File: src/rtl/seq_comp_nbit.sv
// seq_comp_nbit: multi-cycle slice-serial magnitude comparator (a vs b or a vs 0), MSB slice first.
// Optional COMP_EARLY_EXIT_EN: leave CMP at the first differing slice instead of after all N slices.
module seq_comp_nbit #(
  parameter int WIDTH = 32,
  parameter int CHUNK = 8
) (
  input  logic             clk,
  input  logic             rst_n,
  input  logic             start,
  input  logic [WIDTH-1:0] a,
  input  logic [WIDTH-1:0] b,
  input  logic             zero_mode,
  input  logic             is_signed,
  output logic             busy,
  output logic             done,
  output logic             bg,
  output logic             les,
  output logic             eq
);
  localparam int N = WIDTH / CHUNK;
  localparam int IW = N > 1 ? $clog2(N) : 1;
  localparam logic [IW-1:0] LAST = IW'(N - 1);
  localparam logic [CHUNK-1:0] MSB = CHUNK'(1) << (CHUNK - 1);
  typedef enum logic [1:0] {IDLE, CMP, DONE} state_t;
  state_t state;
  logic [WIDTH-1:0] a_r, b_r;
  logic [IW-1:0] idx;
  logic sgn_r, decided, gt_r;
  logic [CHUNK-1:0] flip, sa, sb;
  logic diff, dec_now, gt_now, fin;
  // Flipping the top bit maps two's-complement order onto unsigned order.
  always_comb begin
    flip = (sgn_r && idx == LAST) ? MSB : '0;
    sa = a_r[int'(idx)*CHUNK +: CHUNK] ^ flip;
    sb = b_r[int'(idx)*CHUNK +: CHUNK] ^ flip;
    diff = sa != sb;
    dec_now = decided | diff;
    gt_now = decided ? gt_r : sa > sb;
`ifdef COMP_EARLY_EXIT_EN
    fin = idx == '0 || diff;
`else
    fin = idx == '0;
`endif
  end
  always_ff @(posedge clk or negedge rst_n) begin
    if (!rst_n) begin
      state <= IDLE;
      busy <= 1'b0;
      done <= 1'b0;
      bg <= 1'b0;
      les <= 1'b0;
      eq <= 1'b0;
      a_r <= '0;
      b_r <= '0;
      idx <= '0;
      sgn_r <= 1'b0;
      decided <= 1'b0;
      gt_r <= 1'b0;
    end else begin
      case (state)
        CMP: begin
          decided <= dec_now;
          gt_r <= gt_now;
          idx <= idx - 1'b1;
          if (fin) begin
            bg <= dec_now & gt_now;
            les <= dec_now & ~gt_now;
            eq <= ~dec_now;
            busy <= 1'b0;
            done <= 1'b1;
            state <= DONE;
          end
        end
        default: begin
          done <= 1'b0;
          state <= start ? CMP : IDLE;
          if (start) begin
            a_r <= a;
            b_r <= zero_mode ? '0 : b;
            sgn_r <= is_signed;
            idx <= LAST;
            decided <= 1'b0;
            gt_r <= 1'b0;
            busy <= 1'b1;
          end
        end
      endcase
    end
  end
endmodule
File: config.mk
export PLATFORM = sky130hd
export DESIGN_NAME = seq_comp_nbit
export DESIGN_NICKNAME = d
export VERILOG_FILES = /design/src/rtl/seq_comp_nbit.sv
export SDC_FILE = /design/constraint.sdc
export NUM_CORES = 1
export LEC_CHECK = 0
export ABC_AREA = 0
export CAP_MARGIN = 20
export CORE_MARGIN = 2
export CORE_UTILIZATION = 50
export DETAILED_ROUTE_END_ITERATION = 8
export GPL_ROUTABILITY_DRIVEN = 0
export PLACE_DENSITY = 0.77
export SETUP_SLACK_MARGIN = 0.02
export SYNTH_ARGS = -nofsm -noshare
export SYNTH_HDL_FRONTEND = slang
export SYNTH_SLANG_ARGS = --single-unit
File: constraint.sdc
create_clock -name clk -period 4.8 [get_ports clk]
set_input_delay 0.48 -clock clk [delete_from_list [all_inputs] [get_ports clk]]
set_output_delay 0.48 -clock clk [all_outputs]
set_load 0.02 [all_outputs]
# [After elaboration in Yosys (flattened, before gate mapping)]
# Cells that the tools add are included.
[word_totals] wordCells=50 mem_count=0 latchBits=0 mem_bits_rw=0 mem_bits_ro=0 register_bits=76
[classes] n_eq_ne=4 mux=16 n_bitwise=8 n_div=0 shift=2 reduce_logical=6 n_addsub=1 n_mul=0 n_lt_le_gt_ge=1
[ops] op="variable part select 32 x 6 -> 8 bit" count=2
[ops] op="2-to-1 mux 32 bit" count=1
[ops] op="XOR 8 bit" count=2
[ops] op="2-to-1 mux 1 bit" count=10
[ops] op="> comparator 8 bit" count=1
[ops] op="2-to-1 mux 2 bit" count=4
[ops] op="2-to-1 mux 8 bit" count=1
[ops] op="!= test 8 bit" count=1
[ops] op="AND reduction 2 bit" count=3
[ops] op="inverter 1 bit" count=3
[ops] op="AND 1 bit" count=2
[ops] op="== test 2 x 1 -> 1 bit (second input constant)" count=1
[ops] op="== test 2 bit (second input constant)" count=1
[ops] op="logical NOT 2 bit" count=1
[ops] op="!= test 2 bit (second input constant)" count=1
[ops] op="nonzero test 2 bit" count=1
[ops] op="subtractor 2 x 1 -> 2 bit (second input constant)" count=1
[ops] op="logical AND 1 bit" count=1
[ops] op="OR 1 bit" count=1

# [Depth between registers and ports, before layout]
[logic_depth] depth_word=8 mapped_depth=10 depth_no_buf=9

# [Worst setup path before layout]
# OpenSTA, ideal clock, no wires.
[synth_path] kind="reg2reg" from="register idx[0]" to="register gt_r" t_arrival_ns=2.253 required_ns=4.654 path_buffers=2 stages_incl_launch_ff=10 slack_ns=2.401 period_less_slack_ns=2.399 path_cell_list="dfrtp_1 buf_4 buf_4 mux4_2 ha_1 nand4_1 o31ai_1 nor2_1 o21ai_0 o311ai_0"
[synth_via] elab_chain_len=7 word_cells_on_any_way=10 classes_between="order compare: 1; eq/ne: 1; shift: 2; mux: 3; bitwise: 2; reduce/logical: 1"
[synth_rtl] item="from (decl)" line_no="27" source="logic [IW-1:0] idx;"
[synth_rtl] item="from (signal assigned)" line_no="64" source="idx <= idx - 1'b1;"
[synth_rtl] item="branches (longest 4 deep; another with variable part select 32 x 6 -> 8 bit)"
[synth_rtl] item="> comparator 8 bit (*)" line_no="38" source="gt_now = decided ? gt_r : sa > sb;"
[synth_rtl] item="2-to-1 mux 1 bit (*)" line_no="38"
[synth_rtl] item="2-to-1 mux 1 bit (*)" line_no="60" source="case (state)"
[synth_rtl] item="to (signal assigned)" line_no="63" source="gt_r <= gt_now;"
[synth_rtl] item="to (decl)" line_no="28" source="logic sgn_r, decided, gt_r;"
# Every way passes the cells marked *.
# A chain may end at the register's enable or synchronous reset.

# [Final worst setup path]
# Same ends and word-level chain as after synthesis.

==> metrics.txt <==
CP peak stage delay 0.68 ns; Post-Syn Area 0.00377 mm^2; CTS clock-pin slew for the worst setup and hold paths about 0.080 ns; antenna cells 0; all-layer global routing usage 0.192; total negative setup slack 0 ns; row count 31; outcome completed; root buffer cell clkbuf_8; WL per Instance 15.7 um; core area around 0.0073 mm^2; DRT iter0 DRCs 90; Post-Route Skew 0.00933 ns; Synth area leaders dfrtp_1 50%, mux2_4 13%, mux4_2 9.5%, nand2b_1 5.3%, o21ai_0 4.2%; max_cap viols 0; Worst Setup Start Kind flop; syn nets 383; port bufs 73; most frequent cells in the layout 75 x dfrtp_1, 72 x clkdlybuf4s50_1, 42 x nand2_1; Chip Height 90.9 um; Worst EP required approximately 5.0 ns; number of global-route vias before repair about 2600; buffers and inverters on the worst path 1; pin count of the biggest net entering global routing 76; area delta synth->final 25.1%; DP Wirelength around 5.4 mm; antenna viol nets, final 0; CTS Hold Bufs 0; Multi-input gate area 0.00171 mm^2; CP Max Fanout 12; Die Area 0.00826 mm^2; VDD IR-drop max 223 uV; period utilisation layout 0.648; Period minus WS final 3.11 ns; final hold vios 0; top-area cell type share of the netlist area 0.497; Arr. time, crit path 3.29 ns; RSZ-0062 raised after global routing false; Seq/Total Area, Yosys 0.497; Routed WL 7.44 mm; post-synthesis cell count around 300; endpoints failing setup 0; first-pass GRT wire length 12.5 mm; cts repair resizes 0; #FFs+latches synth 75; CP Class flop to flop; Vias/cell ~5.2; DR vias 2453; CP max-delay cell dfrtp_1; Synth area leader dfrtp_1; # fillers 586; Ports 74; placed cell count between 400 and 500; share of cells above drive strength 1 0.189; worst skew pair latency between 0.3 and 0.4 ns; DRC viols 0; initial antenna violation count 0; GRT overflow 0; relative slew slack 0.392; HP Class primary input to asynchronous set/reset pin; CP Cell Sequence buf_4 -> mux4_2 -> xor2_1 -> ha_1 -> nand4_1 -> o31ai_1 -> nor2_1 -> o21ai_0 -> o311ai_0; drt first pass iters 4; final hold slack 0.274 ns; Register Area 0.00188 mm^2; PwrDens 642 mW/mm^2; Die W 90.9 um; measured slew at the worst slew-check pin 0.913 ns; final cell count without fillers 475; Synth Warn # 0; CTS tree done; Clock H-tree levels 3; Max Freq 0.322 GHz; Critical Path Sink Type flop; Sink Count 75; Initial Util 0.518; Synth cell types 30; number of post-CTS setup repair buffers 0; final layout net count 450; buffer depth of the longest clock path 2; most common cell after layout, fill and taps aside dfrtp_1; cell family contributing the most delay on the critical path flip-flops; syn_area_per_cell 12.4 um^2; Pleak 0.00214 uW; total CTS buffers 9; max-slew violation count 0; Pwr Total 3030 uW
## power breakdown
part	internal [uW]	total, uW	switching, uW
registers	938	1160	218
logic	767	1350	587
clock network	297	519	222
total	2000	3030	1030
## path summary, 6_finish.rpt
check | end | depth (start not counted) | slack (ns) | startpoint
worst max-delay path | gt_r | 9 | 1.69 | idx[0]
worst min-delay path | a_r[21] | 1 | 0.27 | rst_n
worst max register to register | gt_r | 9 | 1.69 | idx[0]
worst min register to register | b_r[6] | 2 | 0.48 | b_r[6]
max in group asynchronous | done | 1 | 3.94 | rst_n
min in group clk | b_r[6] | 2 | 0.48 | b_r[6]
## state kept, by name (all words and copies together), names as in the netlist
signal,count
gt_r,1
idx,2
a_r,32
state,1
les,1
sgn_r,1
b_r,32
done,1
decided,1
eq,1
busy,1
bg,1
## synth_stat cells (all sizes together)
cell / instances
o21ai: 35
xor2: 1
a22o: 1
clkbuf: 5
nand2b: 33
nor2b: 2
nand4: 2
nor3: 3
mux2: 33
a21oi: 6
inv: 13
nor2: 5
nand2: 42
buf: 14
o31ai: 2
mux4: 16
ha: 10
nor4: 1
o22ai: 1
dfrtp: 75
xnor2: 1
o21bai: 1
o311ai: 1
a211oi: 1
## metal layers
layer / vias up / part of all wire / GRT usage
met4: 0 / 0.017 / 0.0619
met3: 13 / 0.043 / 0.0442
met5: - / 0 / 0
met2: 61 / 0.49 / 0.326
met1: 1198 / 0.45 / 0.245
li1: 1181 / - / -
## worst register-to-register path, delay by kind of cell (launching register included)
| kind | cells | cell delay, ns |
|---|---|---|
| xor+xnor | 1 | 0.16 |
| flops | 1 | 0.68 |
| simple gates | 2 | 0.26 |
| fa+ha+maj | 1 | 0.31 |
| buf+inv | 1 | 0.33 |
| mux | 1 | 0.53 |
| compound gates | 3 | 0.67 |
## cell type report
| type | count | area share |
|---|---|---|
| well taps | 99 | 0.0262 |
| clock inverters | 3 | 0.00928 |
| inverters | 13 | 0.0103 |
| clock buffers | 13 | 0.0379 |
| flip-flops and latches | 75 | 0.398 |
| repair buffers | 75 | 0.157 |
| multi-input cells | 197 | 0.361 |
## logic make-up after synthesis
family	Yosys count	synth area share
AND/OR/NAND/NOR	88	0.118
flip-flops	75	0.497
multiplexers	49	0.227
AO/OA/AOI/OAI	48	0.0696
buffers and inverters	32	0.0510
adder cells (fa/ha/maj)	10	0.0331
XOR/XNOR	2	0.00464
## through the flow
| step | area [um^2] | setup WS [ns] | util |
|---|---|---|---|
| final | 4720 | 1.69 | 0.647 |
| after global routing | 4720 | 1.44 | 0.647 |
| after CTS | 4720 | 1.67 | 0.647 |
| after detailed placement | 4500 | 1.66 | 0.617 |
| after global placement | 4500 | 1.88 | 0.617 |
| after floorplan | 3770 | 2.40 | - |
Note: power is estimated with default switching activity, not from simulation.
